$ cat config.mk
export PLATFORM = sky130hd
export DESIGN_NAME = regfile_sb
export DESIGN_NICKNAME = d
export VERILOG_FILES = /design/src/rtl/regfile_pkg.sv /design/src/rtl/regfile_scoreboard.sv /design/src/rtl/regfile_sb.sv
export SDC_FILE = /design/constraint.sdc
export NUM_CORES = 2
export LEC_CHECK = 0
export BUFFER_PORTS_ARGS = -buffer_cell sky130_fd_sc_hd__buf_2
export CAP_MARGIN = 25
export CORE_MARGIN = 2
export CORE_UTILIZATION = 50
export CTS_CLUSTER_DIAMETER = 30
export DETAILED_ROUTE_END_ITERATION = 12
export PLACE_DENSITY = 0.66
export RECOVER_POWER = 25
export SLEW_MARGIN = 25
export SYNTH_ARGS = -nofsm -noshare
export SYNTH_HDL_FRONTEND = slang
export SYNTH_SLANG_ARGS = --single-unit
$ cat constraint.sdc
create_clock -name clk -period 71.7 [get_ports clk]
set_input_delay 7.17 -clock clk [delete_from_list [all_inputs] [get_ports clk]]
set_output_delay 7.17 -clock clk [all_outputs]
set_load 0.05 [all_outputs]
$ cat src/rtl/regfile_pkg.sv
// Shared constants for the scoreboarded register file.
// Holds the default bus widths and the hardwired-zero register index.
package regfile_pkg;

    localparam int unsigned DEF_DATA_WIDTH = 32;
    localparam int unsigned DEF_ADDR_WIDTH = 5;
    localparam int unsigned ZERO_IDX       = 0;

endpackage

$ cat src/rtl/regfile_scoreboard.sv
// Busy-bit scoreboard for the register file.
// Tracks registers awaiting a writeback and keeps a registered count of them.
module regfile_scoreboard
    import regfile_pkg::*;
#(
    parameter int unsigned ADDR_WIDTH = DEF_ADDR_WIDTH,
    parameter bit          ZERO_REG   = 1'b1,
    localparam int unsigned DEPTH     = 2 ** ADDR_WIDTH
) (
    input  logic                  clk,
    input  logic                  rst,
    input  logic                  we,
    input  logic [ADDR_WIDTH-1:0] rd,
    input  logic                  sb_set,
    input  logic [ADDR_WIDTH-1:0] sb_rd,
    output logic [DEPTH-1:0]      busy,
    output logic [ADDR_WIDTH:0]   pending
);

    localparam logic [ADDR_WIDTH-1:0] ZIDX = ADDR_WIDTH'(ZERO_IDX);

    logic [DEPTH-1:0]    busy_q, busy_d;
    logic [ADDR_WIDTH:0] pending_q, pending_d;
    logic                set_ok;

    assign set_ok = sb_set && !(ZERO_REG && (sb_rd == ZIDX));

    always_comb begin
        busy_d = busy_q;
        if (we) begin
            busy_d[rd] = 1'b0;
        end
        // The set is applied after the clear so a new producer wins a collision.
        if (set_ok) begin
            busy_d[sb_rd] = 1'b1;
        end
    end

    always_comb begin
        pending_d = '0;
        for (int i = 0; i < DEPTH; i++) begin
            pending_d = pending_d + {{ADDR_WIDTH{1'b0}}, busy_d[i]};
        end
    end

    always_ff @(posedge clk or posedge rst) begin
        if (rst) begin
            busy_q    <= '0;
            pending_q <= '0;
        end else begin
            busy_q    <= busy_d;
            pending_q <= pending_d;
        end
    end

    assign busy    = busy_q;
    assign pending = pending_q;

endmodule

$ cat src/rtl/regfile_sb.sv
// Two-read, one-write register file with optional write bypass and a
// busy-bit scoreboard that raises stall for reads of not-yet-written registers.
module regfile_sb
    import regfile_pkg::*;
#(
    parameter int unsigned DATA_WIDTH = DEF_DATA_WIDTH,
    parameter int unsigned ADDR_WIDTH = DEF_ADDR_WIDTH,
    parameter bit          ZERO_REG   = 1'b1,
    parameter bit          BYPASS     = 1'b1
) (
    input  logic                  clk,
    input  logic                  rst,
    input  logic                  we,
    input  logic [ADDR_WIDTH-1:0] rd,
    input  logic [DATA_WIDTH-1:0] data,
    input  logic [ADDR_WIDTH-1:0] rs,
    input  logic [ADDR_WIDTH-1:0] rt,
    output logic [DATA_WIDTH-1:0] a,
    output logic [DATA_WIDTH-1:0] b,
    input  logic                  sb_set,
    input  logic [ADDR_WIDTH-1:0] sb_rd,
    output logic                  stall,
    output logic [ADDR_WIDTH:0]   pending
);

    localparam int unsigned           DEPTH = 2 ** ADDR_WIDTH;
    localparam logic [ADDR_WIDTH-1:0] ZIDX  = ADDR_WIDTH'(ZERO_IDX);

    logic [DATA_WIDTH-1:0] mem_q [DEPTH];
    logic [DEPTH-1:0]      busy;
    logic                  rd_zero, wen;
    logic                  fwd_a, fwd_b;
    logic [DATA_WIDTH-1:0] rdata_a, rdata_b;

    assign rd_zero = ZERO_REG && (rd == ZIDX);
    assign wen     = we && !rd_zero;

    always_ff @(posedge clk or posedge rst) begin
        if (rst) begin
            for (int i = 0; i < DEPTH; i++) begin
                mem_q[i] <= '0;
            end
        end else if (wen) begin
            mem_q[rd] <= data;
        end
    end

    regfile_scoreboard #(
        .ADDR_WIDTH (ADDR_WIDTH),
        .ZERO_REG   (ZERO_REG)
    ) u_scoreboard (
        .clk     (clk),
        .rst     (rst),
        .we      (wen),
        .rd      (rd),
        .sb_set  (sb_set),
        .sb_rd   (sb_rd),
        .busy    (busy),
        .pending (pending)
    );

    assign fwd_a = BYPASS && wen && (rd == rs);
    assign fwd_b = BYPASS && wen && (rd == rt);

    assign rdata_a = (ZERO_REG && (rs == ZIDX)) ? '0 : mem_q[rs];
    assign rdata_b = (ZERO_REG && (rt == ZIDX)) ? '0 : mem_q[rt];

    // Forwarded data is masked during reset so the read ports read zero.
    always_comb begin
        a = '0;
        b = '0;
        if (!rst) begin
            a = fwd_a ? data : rdata_a;
            b = fwd_b ? data : rdata_b;
        end
    end

    assign stall = !rst && ((busy[rs] && !fwd_a) || (busy[rt] && !fwd_b));

endmodule

Yosys cells after proc, flatten, opt, wreduce, memory -nomap -nowiden --
Cells that the tools add are included.
Word-level totals: logic and storage cells 128, input port bits 56, bits in registers 1062
Cells by class: $add $sub $neg 31, magnitude comparators 10, equality and inequality tests 2, muxes and demuxes 25, bitwise operators 6, reduce and logical (&&, ||, !) cells 20
Operators with widths (count):
- 1024-bit bitwise mux | 1
- 32-bit two-way mux | 13
- 32-bit binary-select mux with 5-bit select | 2
- 6-bit by 1-bit adder with 6-bit output | 30
- 32-bit demux with 5-bit select | 1
- 32-bit AND | 1
- 32-bit NOT | 1
- 32-bit OR | 1
- 5-bit by 6-bit less-than comparator with 1-bit output, second input constant | 4
- 5-bit logical NOT | 4
- 6-bit greater-or-equal comparator, second input constant | 3
- 5-bit NOT with 6-bit output | 3
- 1-bit binary-select mux with 5-bit select | 2
- 1-bit demux with 5-bit select | 2
- 5-bit equality test | 2
- 5-bit by 1-bit greater-or-equal comparator with 1-bit output, second input constant | 2
- 1-bit logical AND | 10
- 6-bit by 1-bit less-than comparator with 1-bit output, second input constant | 1
- 1-bit logical NOT | 5
- 1-bit two-way mux | 4
- 1-bit by 1-bit adder with 2-bit output | 1
- 1-bit logical OR | 1

Longest topological paths before layout --
depth after elaboration 40, depth in mapped cells 24

By module --
Synthesis repeated with hierarchy kept, for this count alone.
Unflattened totals: cells, all modules 4449, area, all modules 57059.7 sq um
By module, submodules not included:
- regfile_sb | instances 1, cells an instance 4230, seq. area each 25624.6 sq um, area each 54692.5 sq um
- regfile_scoreboard | instances 1, cells an instance 219, seq. area each 950.9 sq um, area each 2367.3 sq um

Worst setup path before layout --
No wires, ideal clock.
path type input to output, start input rst, end output b[4], path slack 32.113 ns, required time 64.530 ns, cell stages on the path 5, data arrival time 32.417 ns, cell sequence inv_1 -> o311a_1 -> buf_2 -> o211ai_1 -> nand3_1
On the way: cells in the longest elaborated chain, start to end 1
RTL lines:
- start, declared | line regfile_sb.sv:12 | input logic rst,
- 32-bit two-way mux | line regfile_sb.sv:72 | if (!rst) begin
- end, declared | line regfile_sb.sv:19 | output logic [DATA_WIDTH-1:0] b,
Every way passes these cells.

Worst setup path after layout --
start input rst, end output a[19]
On the way: cells in the longest elaborated chain, start to end 1
RTL lines:
- 32-bit two-way mux | line regfile_sb.sv:72
- end, declared | line regfile_sb.sv:18 | output logic [DATA_WIDTH-1:0] a,
Every way passes these cells.

==> impl_metrics.ini <==
[status]
status = finished with violations
violations = max-capacitance violations, max-slew violations

[synthesis]
synth_area_per_cell_sq_um = 14.6
yosysTopAreaCell = dfrtp_1
synth_area_sq_um = 58100
synth_top_area_frac = 0.457
yosysMostFrequentCell = dfrtp_1
synthCells = 3985
synth_seq_cells = 1062
ys_seq_area_frac = 0.457
synth-edff-count = 0
synth_flop_cell = dfrtp_1
yosysUniqueCellTypes = 53
yosysWarnings = 0
ys_top_cells_by_area = dfrtp_1, mux4_2, mux2_2
syn_nets = 4073
synth_common_cells = dfrtp_1, mux2_2, mux4_2
synthArstFlopShare = 1.00

[finish]
final_area_sq_um = 67800
fillCellCount = 8933
drive_gt1_frac = 0.516
nets = 4055
syn2layout_area_growth_pct = 16.6
diodes = 0

[cts]
cts_hold_buf = 0
htree_levels = 4
cts_sinks = 1062
cts.clk_slew.worst_paths_ns = 0.04
cts_buffer_depth = 3
clock-root-buffer = clkbuf_16
postCtsSetupBuffers = 0
cts-buffers-inserted = 225
cts_resized = 0
clk_latency_ns = 0.80
cts_tree = yes

[global_route]
antenna_found_initial = 8
grt_pass1_wl_um = 250000
grt_max_degree = 163
gr-total-overflow = 0
track_usage = 0.282
grt_pass1_vias = 38400

[worst_setup_path]
start_kind = input port
crit_fanout = 96
cp.arrival_ns = 13.55
end_kind = output pin
required_ns = 64.53
critPathKind = input port to output pin

[drt]
drtPass1Iterations = 5
wl_per_cell_um = 29.2
routed_wl_um = 166000
drc = 0
via_count = 36300
drtIter0Drc = 3029
ant_nets = 0
vias_per_cell = 6.39

[sta]
fmax_mhz = 48.3
min_period_ns = 20.72
worstMarginPinSlew_ns = 4.34
post-route-period-util = 0.289
rsz0062_at_grt = false
report.final.slew_viol_count = 510
hold_violations = 0
setup_viol = 0
holdWs_ns = 0.390
tns_ns = 0
setup_ws_ns = 50.98
slew_headroom = -1.89
skew_ns = 0.0185

[power]
p_sw_w = 0.000688
seq_power_share = 0.325
intPower_w = 0.00178
p_leak_nw = 30.2
max-vdd-ir-drop_mv = 0.0591
pwr-share-comb = 0.227
clockPowerShare = 0.448
power_density_nw_per_um2 = 36.4
swShare = 0.279

[placed_design]
place.port_buffers = 126
place_ws_ns = 52.39
dp_hpwl_um = 85100
dpl-instance-area_sq_um = 59600
gp_congestion = 0.825

[floorplanning]
start_util = 0.502
core_area_sq_um = 116000
die_h_um = 345
ioPinCount = 127
num_rows = 125
die_w_um = 345
fp.dieArea_sq_um = 119000

[run]
drv_cap = 9

[hold_path]
hold_path_class = register to register
## cells in the final DEF (no fill, tap or decap), types with 8 or more instances in the layout
master	netlist	final
dfrtp_1	1062	1062
mux2_2	979	979
mux4_2	539	539
nand2_1	386	369
clkbuf_16	0	229
mux2i_1	185	185
buf_2	158	116
o211ai_1	86	86
inv_1	52	51
buf_4	9	51
bufinv_16	0	39
clkinvlp_4	0	37
mux2_1	36	36
clkinv_2	0	35
a32oi_1	32	32
nand3_1	31	31
clkbuf_1	212	30
clkbuf_8	0	29
fa_1	24	24
inv_6	0	15
nor2_4	0	14
o21ai_0	13	13
clkinv_4	0	12
nand2_4	0	11
a22o_1	10	10
nor2_1	17	9
xnor2_1	8	8
a22oi_1	8	8
ha_1	8	8
## routing by layer
layer / track usage / vias up / routed length (um) / part of all wire
met1: 0.359 / 19600 / 65600 / 0.40
met5: 0 / - / 0 / 0
met3: 0.0491 / 354 / 10200 / 0.061
met2: 0.481 / 1302 / 84300 / 0.51
li1: - / 15100 / - / -
met4: 0.110 / 0 / 5920 / 0.036
## cells by family after synthesis
logic type / synth area share
flip-flops: 0.457
AND/OR/NAND/NOR: 0.0333
multiplexers: 0.438
buffers and inverters: 0.0367
AO/OA/AOI/OAI: 0.0234
adder cells (fa/ha/maj): 0.00998
XOR/XNOR: 0.00196
## power by group through the flow
stage	Sequential, W	Clock (W)	Combinational (W)
4_1_cts	0.000800	0.00112	0.000564
3_3_place_gp	0.000801	0	0.000548
3_5_place_dp	0.000808	0	0.000561
6_report	0.000802	0.00110	0.000561
2_1_floorplan	0.000790	0	0.000458
5_1_grt	0.000817	0.00115	0.000620
## metrics by stage
stage	std cells	total power, W	utilization
after floorplan	3985	0.00125	-
after global placement	5263	0.00135	0.515
after detailed placement	5263	0.00137	0.515
after CTS	5687	0.00248	0.586
after global routing	5688	0.00259	0.586
final	5688	0.00247	0.586
## worst max-delay path: stages
cell and delay, ns:
clkbuf_1 0.36, clkinvlp_2 3.31, and4_2 1.45, buf_4 0.40, a32oi_1 0.31, nand2_1 0.17
buf_2 0.25
## final cells by class
type                       count  area (sq um)  area share
sequential                  1062         26600       0.392
timing repair buffer         193          1260      0.0186
inverter                      53           200     0.00295
multi-input combinational   2432         29700       0.437
clock buffer                 279          6210      0.0916
tap                         1524          1910      0.0281
clock inverter               145          1990      0.0294
## path summary, 6_finish.rpt
path / from / endpoint / slack, ns / depth (start not counted)
hold / removal: mem_q[1005] / mem_q[1005] / 0.39 / 0
max in group asynchronous: rst / mem_q[107] / 57.76 / 5
hold reg to reg: mem_q[1005] / mem_q[1005] / 0.39 / 0
setup / recovery: rst / a[19] / 50.98 / 7
min in group asynchronous: rst / u_scoreboard.pending[3] / 7.85 / 2
setup reg to reg: u_scoreboard.busy[1] / u_scoreboard.pending[4] / 66.37 / 18
## registers in the layout, indices dropped and copies added (netlist names)
name and count:
mem_q 1024, u_scoreboard.busy 32, u_scoreboard.pending 6
(Power assumes the default switching activity.)
